==> src/rtl/rsq_pkg.sv <==
`default_nettype none
// +----------------------------------------------------------------------------+
// | rsq_pkg: shared entry/match types and the CDB priority-match helper        |
// | Rev 1.0                                                                    |
// +----------------------------------------------------------------------------+
package rsq_pkg;

  // Entry fields are sized to the largest supported configuration.
  // Instances zero-extend into them and slice their own widths back out.
  localparam int MAX_OP_W   = 8;
  localparam int MAX_TAG_W  = 8;
  localparam int MAX_DATA_W = 64;
  localparam int MAX_CDB    = 4;
  localparam int CDB_IDX_W  = $clog2(MAX_CDB);

  localparam logic [MAX_TAG_W-1:0] TAG_READY = '0;

  typedef struct packed {
    logic [MAX_OP_W-1:0]   op;
    logic [MAX_TAG_W-1:0]  tag_a;
    logic [MAX_DATA_W-1:0] data_a;
    logic [MAX_TAG_W-1:0]  tag_b;
    logic [MAX_DATA_W-1:0] data_b;
    logic [MAX_TAG_W-1:0]  id;
  } rsq_entry_t;

  typedef struct packed {
    logic                  hit;
    logic [CDB_IDX_W-1:0]  idx;
    logic [MAX_DATA_W-1:0] data;
  } cdb_hit_t;

  typedef logic [MAX_CDB-1:0][MAX_TAG_W-1:0]  cdb_tags_t;
  typedef logic [MAX_CDB-1:0][MAX_DATA_W-1:0] cdb_datas_t;

  // Scans from the top channel down so the lowest matching index wins.
  function automatic cdb_hit_t cdb_match(
    input logic [MAX_TAG_W-1:0] tag,
    input logic [MAX_CDB-1:0]   vld,
    input cdb_tags_t            tags,
    input cdb_datas_t           datas
  );
    cdb_hit_t r;
    r = '0;
    if (tag != TAG_READY) begin
      for (int k = MAX_CDB - 1; k >= 0; k--) begin
        if (vld[k] && (tags[k] == tag)) begin
          r.hit  = 1'b1;
          r.idx  = CDB_IDX_W'(k);
          r.data = datas[k];
        end
      end
    end
    return r;
  endfunction

endpackage
`default_nettype wire

==> src/rtl/rsq_id_alloc.sv <==
`default_nettype none
// +----------------------------------------------------------------------------+
// | rsq_id_alloc: free-mask result-ID allocator with lowest-free priority      |
// | Rev 1.0                                                                    |
// +----------------------------------------------------------------------------+
module rsq_id_alloc #(
  parameter int DEPTH   = 4,
  parameter int TAG_W   = 5,
  parameter int ID_BASE = 1
) (
  input  logic             clk,
  input  logic             rst,
  input  logic             flush,
  input  logic             alloc_en,
  input  logic             free_en,
  input  logic [TAG_W-1:0] free_id,
  output logic [TAG_W-1:0] alloc_id
);

  localparam int IDX_W = $clog2(DEPTH);

  logic [DEPTH-1:0] r_mask;
  logic [DEPTH-1:0] w_mask_nxt;
  logic [IDX_W-1:0] w_low_idx;
  logic [IDX_W-1:0] w_free_idx;
  logic [IDX_W-1:0] w_alloc_idx;
  logic             w_full;

  assign w_full     = &r_mask;
  assign w_free_idx = IDX_W'(free_id - TAG_W'(ID_BASE));

  always_comb begin
    w_low_idx = '0;
    for (int i = DEPTH - 1; i >= 0; i--) begin
      if (!r_mask[i]) w_low_idx = IDX_W'(i);
    end
  end

  // A full mask has no free bit, so the ID leaving this cycle is handed straight on.
  assign w_alloc_idx = (w_full && free_en) ? w_free_idx : w_low_idx;
  assign alloc_id    = TAG_W'(ID_BASE) + TAG_W'(w_alloc_idx);

  always_comb begin
    w_mask_nxt = r_mask;
    if (free_en)  w_mask_nxt[w_free_idx]  = 1'b0;
    if (alloc_en) w_mask_nxt[w_alloc_idx] = 1'b1;
  end

  always_ff @(posedge clk or posedge rst) begin
    if (rst)        r_mask <= '0;
    else if (flush) r_mask <= '0;
    else            r_mask <= w_mask_nxt;
  end

endmodule
`default_nettype wire

==> src/rtl/rsq_issue_queue.sv <==
`default_nettype none
// +----------------------------------------------------------------------------+
// | rsq_issue_queue: in-order two-operand reservation queue with CDB snooping  |
// | Option: RSQ_ENQ_BYPASS_EN captures same-cycle broadcasts at enqueue.       |
// | Rev 1.0                                                                    |
// +----------------------------------------------------------------------------+
module rsq_issue_queue
  import rsq_pkg::*;
#(
  parameter int DEPTH   = 4,
  parameter int DATA_W  = 32,
  parameter int TAG_W   = 5,
  parameter int OP_W    = 2,
  parameter int NUM_CDB = 2,
  parameter int ID_BASE = 1
) (
  input  logic                      clk,
  input  logic                      RST,
  input  logic                      flush,
  input  logic                      in_valid,
  output logic                      in_ready,
  input  logic [OP_W-1:0]           in_op,
  input  logic [TAG_W-1:0]          in_tag_a,
  input  logic [TAG_W-1:0]          in_tag_b,
  input  logic [DATA_W-1:0]         in_data_a,
  input  logic [DATA_W-1:0]         in_data_b,
  output logic [TAG_W-1:0]          alloc_id,
  input  logic [NUM_CDB-1:0]        cdb_valid,
  input  logic [NUM_CDB*TAG_W-1:0]  cdb_tag,
  input  logic [NUM_CDB*DATA_W-1:0] cdb_data,
  output logic                      out_valid,
  input  logic                      out_ready,
  output logic [OP_W-1:0]           out_op,
  output logic [DATA_W-1:0]         out_data_a,
  output logic [DATA_W-1:0]         out_data_b,
  output logic [TAG_W-1:0]          out_id,
  output logic [$clog2(DEPTH):0]    count
);

  localparam int PTR_W = $clog2(DEPTH);
  localparam int CNT_W = PTR_W + 1;

  rsq_entry_t       r_q [DEPTH];
  rsq_entry_t       w_q_nxt [DEPTH];
  rsq_entry_t       w_head;
  rsq_entry_t       w_new;
  logic [PTR_W-1:0] r_head;
  logic [PTR_W-1:0] r_tail;
  logic [CNT_W-1:0] r_count;
  logic [DEPTH-1:0] w_occ;
  cdb_hit_t         w_hit_a [DEPTH];
  cdb_hit_t         w_hit_b [DEPTH];
  logic [MAX_CDB-1:0] w_cdb_vld;
  cdb_tags_t        w_cdb_tags;
  cdb_datas_t       w_cdb_datas;
  logic             w_out_valid;
  logic             w_fire;
  logic             w_enq;
  logic [TAG_W-1:0] w_alloc_id;

  always_comb begin
    w_cdb_vld   = '0;
    w_cdb_tags  = '0;
    w_cdb_datas = '0;
    for (int k = 0; k < NUM_CDB; k++) begin
      w_cdb_vld[k]   = cdb_valid[k];
      w_cdb_tags[k]  = MAX_TAG_W'(cdb_tag[k*TAG_W +: TAG_W]);
      w_cdb_datas[k] = MAX_DATA_W'(cdb_data[k*DATA_W +: DATA_W]);
    end
  end

  assign w_head      = r_q[r_head];
  assign w_out_valid = (r_count != '0) && (w_head.tag_a == TAG_READY) && (w_head.tag_b == TAG_READY);
  assign w_fire      = w_out_valid && out_ready;
  assign in_ready    = (r_count < CNT_W'(DEPTH)) || w_fire;
  assign w_enq       = in_valid && in_ready;

  rsq_id_alloc #(
    .DEPTH   (DEPTH),
    .TAG_W   (TAG_W),
    .ID_BASE (ID_BASE)
  ) u_id_alloc (
    .clk      (clk),
    .rst      (RST),
    .flush    (flush),
    .alloc_en (w_enq),
    .free_en  (w_fire),
    .free_id  (w_head.id[TAG_W-1:0]),
    .alloc_id (w_alloc_id)
  );

  // Slot occupancy is measured from the head, so free slots never snoop.
  for (genvar gi = 0; gi < DEPTH; gi++) begin : g_snoop
    localparam logic [PTR_W-1:0] SLOT = PTR_W'(gi);
    logic [PTR_W-1:0] w_rel;
    assign w_rel       = SLOT - r_head;
    assign w_occ[gi]   = {1'b0, w_rel} < r_count;
    assign w_hit_a[gi] = cdb_match(r_q[gi].tag_a, w_cdb_vld, w_cdb_tags, w_cdb_datas);
    assign w_hit_b[gi] = cdb_match(r_q[gi].tag_b, w_cdb_vld, w_cdb_tags, w_cdb_datas);
  end

`ifdef RSQ_ENQ_BYPASS_EN
  cdb_hit_t w_byp_a;
  cdb_hit_t w_byp_b;
  assign w_byp_a = cdb_match(MAX_TAG_W'(in_tag_a), w_cdb_vld, w_cdb_tags, w_cdb_datas);
  assign w_byp_b = cdb_match(MAX_TAG_W'(in_tag_b), w_cdb_vld, w_cdb_tags, w_cdb_datas);
`endif

  always_comb begin
    w_new        = '0;
    w_new.op     = MAX_OP_W'(in_op);
    w_new.tag_a  = MAX_TAG_W'(in_tag_a);
    w_new.data_a = MAX_DATA_W'(in_data_a);
    w_new.tag_b  = MAX_TAG_W'(in_tag_b);
    w_new.data_b = MAX_DATA_W'(in_data_b);
    w_new.id     = MAX_TAG_W'(w_alloc_id);
`ifdef RSQ_ENQ_BYPASS_EN
    if (w_byp_a.hit) begin
      w_new.tag_a  = TAG_READY;
      w_new.data_a = w_byp_a.data;
    end
    if (w_byp_b.hit) begin
      w_new.tag_b  = TAG_READY;
      w_new.data_b = w_byp_b.data;
    end
`endif
  end

  // Later writes win: an issuing head is zeroed, then a full-queue enqueue reuses the slot.
  always_comb begin
    for (int i = 0; i < DEPTH; i++) begin
      w_q_nxt[i] = r_q[i];
      if (w_occ[i] && w_hit_a[i].hit) begin
        w_q_nxt[i].tag_a  = TAG_READY;
        w_q_nxt[i].data_a = w_hit_a[i].data;
      end
      if (w_occ[i] && w_hit_b[i].hit) begin
        w_q_nxt[i].tag_b  = TAG_READY;
        w_q_nxt[i].data_b = w_hit_b[i].data;
      end
    end
    if (w_fire) w_q_nxt[r_head] = '0;
    if (w_enq)  w_q_nxt[r_tail] = w_new;
  end

  always_ff @(posedge clk or posedge RST) begin
    if (RST) begin
      r_head  <= '0;
      r_tail  <= '0;
      r_count <= '0;
      for (int i = 0; i < DEPTH; i++) r_q[i] <= '0;
    end else if (flush) begin
      r_head  <= '0;
      r_tail  <= '0;
      r_count <= '0;
      for (int i = 0; i < DEPTH; i++) r_q[i] <= '0;
    end else begin
      r_q     <= w_q_nxt;
      r_head  <= r_head + PTR_W'(w_fire);
      r_tail  <= r_tail + PTR_W'(w_enq);
      r_count <= r_count + CNT_W'(w_enq) - CNT_W'(w_fire);
    end
  end

  assign out_valid  = w_out_valid;
  assign out_op     = w_head.op[OP_W-1:0];
  assign out_data_a = w_head.data_a[DATA_W-1:0];
  assign out_data_b = w_head.data_b[DATA_W-1:0];
  assign out_id     = w_head.id[TAG_W-1:0];
  assign alloc_id   = w_alloc_id;
  assign count      = r_count;

endmodule
`default_nettype wire
==> config.mk <==
export PLATFORM = sky130hd
export DESIGN_NAME = rsq_issue_queue
export DESIGN_NICKNAME = d
export VERILOG_FILES = /design/src/rtl/rsq_pkg.sv /design/src/rtl/rsq_id_alloc.sv /design/src/rtl/rsq_issue_queue.sv
export SDC_FILE = /design/constraint.sdc
export NUM_CORES = 1
export LEC_CHECK = 0
export ABC_AREA = 1
export CORE_ASPECT_RATIO = 0.8
export CORE_MARGIN = 4
export CORE_UTILIZATION = 28
export CTS_CLUSTER_DIAMETER = 40
export DETAILED_ROUTE_END_ITERATION = 16
export MAX_ROUTING_LAYER = met4
export PLACE_DENSITY = 0.43
export SYNTH_ARGS = -nofsm -noshare
export SYNTH_HDL_FRONTEND = slang
export SYNTH_HIERARCHICAL = 1
export SYNTH_SLANG_ARGS = --single-unit
==> constraint.sdc <==
create_clock -name clk -period 14 [get_ports clk]
set_clock_uncertainty 0.15 [all_clocks]
set_input_delay 2.8 -clock clk [delete_from_list [all_inputs] [get_ports clk]]
set_output_delay 2.8 -clock clk [all_outputs]
set_load 0.01 [all_outputs]
==> results.cfg, run 1 <==
[setup_path]
critPathSlowestCell = clkdlybuf4s50_1
crit_type = input port to output port
worstPathArrival_ns = 5.37
critPathLaunchType = input port
path_cells = clkdlybuf4s50_1 -> inv_1 -> nor3_1 -> buf_4 -> inv_2 -> or2_1 -> a21oi_2 -> ha_1 -> clkdlybuf4s50_1
required_ns = 11.05
cp-end-kind = output port
cpMostUsedCell = clkdlybuf4s50_1
cpPeakStageDelay_ns = 0.72
r2r_slack_ns = 7.61
cp_max_fo = 7

[die]
fp.dieH_um = 286
ios = 238
rows = 101
core_um2 = 95500
dieArea_um2 = 102000
initial_core_util_pct = 28.4
fp.dieW_um = 356

[place]
numPortBuffers = 235
place.gp.congestion = 0.829
post-place-cells = 5863
dpl.hpwl_um = 82300

[clocking]
clock-sinks = 359
cts-root-buf = clkbuf_16
cts_setup_buffers = 0
htree_num_levels = 3
postCtsHoldBufs = 0
cts_buffers = 93
tritoncts = done
postCtsResizedCells = 0
clkLatencyLatePin_ns = 0.65
clk_pin_slew_ns = 0.05
cts_buffer_depth = 3

[synth]
synth.area.top_cells = dfrtp_1 33%, nand2_1 25%, nor2_1 11%
ys_seq_area_share_pct = 33.1
postSynthCellCount = 4616
synth_top_area_cell = dfrtp_1
syn_area_um2 = 27100
synth.distinct_cells = 30
yosys_warnings = 6
ys_ff_latch = 359
synth.top_cell.area_share_pct = 33.1
syn_avg_cell_area_um2 = 5.88

[timing]
tns_ns = 0
fmax_mhz = 120
hold_violations = 0
slew_viol_final = 0
rsz0062_at_grt = false
period_needed_ns = 8.32
fin_crit_sh_pct = 59.5
slew_headroom_pct = 14.5
worst_pin_slew_ns = 1.27
setup_viol = 0

[power]
sw_frac_of_total_pct = 37.2
power.density_nw_per_um2 = 156
switchingPower_mw = 1.94
combPwrFrac_pct = 32.9
leakage_nw = 18.2
pwr-share-seq_pct = 24.8
p_int_mw = 3.27
power.share.clock_pct = 42.3
ir_drop_uv = 84.0

[layout]
nFillCells = 10600
final_cell_count_no_fill = 6048
syn_to_final_growth_pct = 23.4
nNetsFinal = 4849
fin_util_pct = 35.1
drive_gt1_share_pct = 5.31

[grt]
antenna_found_initial = 22
overflow = 0
grt_pass1_vias = 28100
grt_pass1_wl_um = 201000
grt_max_degree = 136
track_usage_pct = 27.2

[route]
via_count = 30200
drt_first_pass_iters = 7
via_per_inst = 5.00
finalWirelength_um = 138000
drt_iter0_markers = 3163
wire_per_inst_um = 22.9
ant_nets = 0
drc = 0

[hold_path]
hp-class = flip-flop to flip-flop

[flow_run]
max_cap_viol_count = 0

[status]
outcome = complete, no violations
-- cell usage after synthesis (all sizes together) --
cell type / count
fa: 1
clkinv: 5
dfrtp: 359
nor3: 1
nor2: 822
a21oi: 12
o21ai: 575
xor2: 61
xnor2: 1
nand4: 117
nand3: 73
nand2: 1819
o22ai: 71
or2: 1
conb: 1
buf: 134
clkbuf: 200
ha: 20
o21bai: 24
inv: 315
nand3b: 4
-- layout make-up --
type	instances	area, µm²	area share, %
multi-input combinational	3604	15700	46.8
sequential	359	8990	26.8
timing repair buffer	293	2800	8.35
clock buffer	129	2650	7.92
tap	1287	1610	4.81
inverter	320	1220	3.64
clock inverter	40	507	1.51
antenna	16	40.0	0.120
-- per-layer routing --
metal	GRT usage, %	vias to the layer above	wire [µm]
li1	-	14600	-
met2	38.9	1172	57900
met1	39.8	14300	67400
met5	-	-	0
met3	5.29	159	10900
met4	5.30	0	2230
-- critical path, delay by kind of cell --
kind | cells | cell delay [ns]
buf+inv | 5 | 1.65
simple gates | 2 | 0.46
fa+ha+maj | 1 | 0.30
compound gates | 1 | 0.15
-- flip-flops by register name, indices dropped and copies added (netlist names) --
name,cells
count,3
r_tail,2
u_id_alloc/r_mask,4
r_head,2
r_q,348
-- worst paths after layout --
| path | from | to | cells past startpoint |
|---|---|---|---|
| max | out_ready | alloc_id[2] | 9 |
| min in group asynchronous | RST | u_id_alloc/r_mask[0]$_DFF_PP0_ | 2 |
| min reg2reg | r_q[471]$_DFF_PP0_ | r_q[471]$_DFF_PP0_ | 2 |
| min | r_q[471]$_DFF_PP0_ | r_q[471]$_DFF_PP0_ | 2 |
| max in group asynchronous | RST | r_q[187]$_DFF_PP0_ | 4 |
| max reg2reg | r_head[1]$_DFF_PP0_ | r_q[399]$_DFF_PP0_ | 10 |
-- power groups by stage --
stage                     clock, mW  sequential [mW]  combinational [mW]
final                          2.20             1.29                1.71
after global routing           2.29             1.31                1.89
after CTS                      2.24             1.29                1.71
after detailed placement          0             1.30                1.69
after global placement            0             1.31                1.70
after floorplan                   0             1.27               0.998
-- stage by stage --
step / setup slack, ns / total power, mW / hold WS [ns] / instance area, µm²
after floorplan: 1.20 / 2.27 / 0.330 / 27100
after global placement: 5.68 / 3.00 / 0.351 / 30300
after detailed placement: 5.68 / 3.00 / 0.352 / 30300
after CTS: 5.65 / 5.23 / 0.360 / 33500
after global routing: 5.55 / 5.49 / 0.377 / 33500
final: 5.68 / 5.21 / 0.357 / 33500
-- placed cells by master (no fill, tap or decap), drive strengths merged, types with 20 or more instances in the layout --
| master | n |
|---|---|
| clkbuf | 129 |
| clkdlybuf4s50 | 234 |
| buf | 59 |
| o21bai | 24 |
| o21ai | 575 |
| inv | 319 |
| nor2 | 822 |
| clkinv | 25 |
| nand4 | 117 |
| nand2 | 1819 |
| nand3 | 73 |
| o22ai | 71 |
| ha | 20 |
| xor2 | 61 |
| dfrtp | 359 |
-- cells by family after synthesis --
group,Yosys count,synth area share [%]
flip-flops,359,33.1
XOR/XNOR,62,2.00
AO/OA/AOI/OAI,682,13.1
AND/OR/NAND/NOR,2837,40.9
adder cells (fa/ha/maj),21,0.996
other,1,0.0138
buffers and inverters,654,9.88
No activity file was read; power rests on OpenSTA's default activity.
==> inputs of run 2 (changes only) <==
--- a/config.mk
+++ b/config.mk
@@ -12,7 +12,7 @@
 export CTS_CLUSTER_DIAMETER = 40
 export DETAILED_ROUTE_END_ITERATION = 16
 export MAX_ROUTING_LAYER = met4
-export PLACE_DENSITY = 0.43
+export PLACE_DENSITY = 0.44
 export SYNTH_ARGS = -nofsm -noshare
 export SYNTH_HDL_FRONTEND = slang
 export SYNTH_HIERARCHICAL = 1
==> constraint.sdc (replaced) <==
create_clock -name clk -period 6.8 [get_ports clk]
set_clock_uncertainty 0.15 [all_clocks]
set_input_delay 1.36 -clock clk [delete_from_list [all_inputs] [get_ports clk]]
set_output_delay 1.36 -clock clk [all_outputs]
set_load 0.01 [all_outputs]
==> results.cfg, run 2 (synthesis results as in run 1) <==
[status]
outcome = complete, no violations

[route]
wire_per_inst_um = 22.3
m1WireLength_um = 64200
wl_met2_um = 55800
top_layer_used = met4
finalWirelength_um = 136000
drt_iter0_markers = 3037
via_per_inst = 4.92
ant_nets = 0
wl_met3_um = 12600
drt_first_pass_iters = 6
drc = 0
via_count = 29900

[layout]
final_cell_mix = 1812 x nand2_1, 817 x nor2_1, 575 x o21ai_0
final_common_cell = nand2_1
nNetsFinal = 4868
syn_to_final_growth_pct = 25.6
top_register = r_q
largest_register_ffs = 348
nFillCells = 10500
drive_gt1_share_pct = 5.85

[clocking]
cts_buffer_depth = 3
tritoncts = done
cts_setup_buffers = 0
cts-root-buf = clkbuf_16
clkLatencyLatePin_ns = 0.66
htree_num_levels = 3
postCtsHoldBufs = 0
cts_buffers = 96
clk_pin_slew_ns = 0.05
clock-sinks = 359
postCtsResizedCells = 0

[timing]
slew_headroom_pct = 18.5
hold_violations = 0
fin_crit_sh_pct = 82.3
slew_viol_final = 0
setup_viol = 0
tns_ns = 0
rsz0062_at_grt = false
fin_hold_ws_ns = 0.357
worst_pin_slew_ns = 1.21
period_needed_ns = 5.60
fmax_mhz = 179

[die]
initial_core_util_pct = 28.4
ios = 238
core_um2 = 95500
fp.dieW_um = 356
rows = 101
fp.dieH_um = 286
dieArea_um2 = 102000

[power]
power.density_nw_per_um2 = 329
ir_drop_uv = 174
leakage_nw = 18.5

[setup_path]
crit_type = flip-flop to output port
critPathLaunchType = flip-flop
required_ns = 5.29
cp_max_fo = 56
worstPathArrival_ns = 4.09
cp-end-kind = output port

[grt]
overflow = 0
grt_max_degree = 129
track_usage_pct = 26.7
grt_pass1_wl_um = 196000
grt_pass1_vias = 27900
antenna_found_initial = 17

[flow_run]
max_cap_viol_count = 0

[place]
dpl.hpwl_um = 83300
place.gp.congestion = 0.844
numPortBuffers = 235

[hold_path]
hp-class = flip-flop to flip-flop
-- run 2: cell count changes in the layout (fill, tap and decap cells not counted), moves of 2 or more --
| cell | before | now |
|---|---|---|
| clkbuf_16 | 94 | 97 |
| clkbuf_8 | 17 | 19 |
| clkinv_2 | 21 | 16 |
| buf_12 | 1 | 10 |
| clkbuf_1 | 18 | 14 |
| bufinv_16 | 10 | 19 |
| buf_4 | 58 | 65 |
-- run 2: path summary, 6_finish.rpt --
kind,start,to,cells after the start,slack [ns]
max,r_head[1]$_DFF_PP0_,out_data_b[24],5,1.20
min,r_q[239]$_DFF_PP0_,r_q[239]$_DFF_PP0_,2,0.36
max reg2reg,r_head[1]$_DFF_PP0_,r_q[470]$_DFF_PP0_,10,1.88
min reg2reg,r_q[239]$_DFF_PP0_,r_q[239]$_DFF_PP0_,2,0.36
max in group asynchronous,RST,r_q[335]$_DFF_PP0_,4,4.26
min in group asynchronous,RST,u_id_alloc/r_mask[2]$_DFF_PP0_,2,0.83
-- run 2: worst max-delay path, cell delays in order (launching register included) --
cell	delay (ns)
dfrtp_2	0.58
inv_2	0.47
buf_4	0.79
o21ai_0	0.24
o22ai_1	0.62
clkdlybuf4s50_1	0.68
-- run 2: through the flow --
step	cell area, µm²	cells	total power [mW]	util, %	setup WS, ns
global placement	30500	5879	6.18	31.9	1.33
floorplan	27200	4617	4.67	-	0.534
CTS	34000	6056	11.3	35.6	1.12
detailed placement	30500	5879	6.16	31.9	1.32
global route	34100	6071	11.8	35.7	0.996
finish	34100	6072	11.2	35.7	1.20
-- run 2: final cells by class --
class / count / area (µm²) / area share (%)
Multi-Input combinational cell: 3604 / 15700 / 46.0
Sequential cell: 359 / 8990 / 26.4
Clock inverter: 47 / 786 / 2.31
Timing Repair Buffer: 309 / 3030 / 8.89
Tap cell: 1287 / 1610 / 4.72
Antenna cell: 16 / 40.0 / 0.117
Inverter: 320 / 1210 / 3.56
Clock buffer: 130 / 2740 / 8.04
-- run 2: per-layer routing --
metal / vias to the layer above / GRT usage, %
met2: 1132 / 37.4
met1: 13900 / 37.7
met4: 0 / 6.75
li1: 14600 / -
met3: 206 / 7.34
met5: - / -
-- run 2: power breakdown --
group	internal (mW)	total [mW]	switching (mW)	leakage, nW
logic	1.23	3.52	2.29	11.9
registers	2.44	2.66	0.224	4.91
clock network	3.52	5.05	1.53	1.72
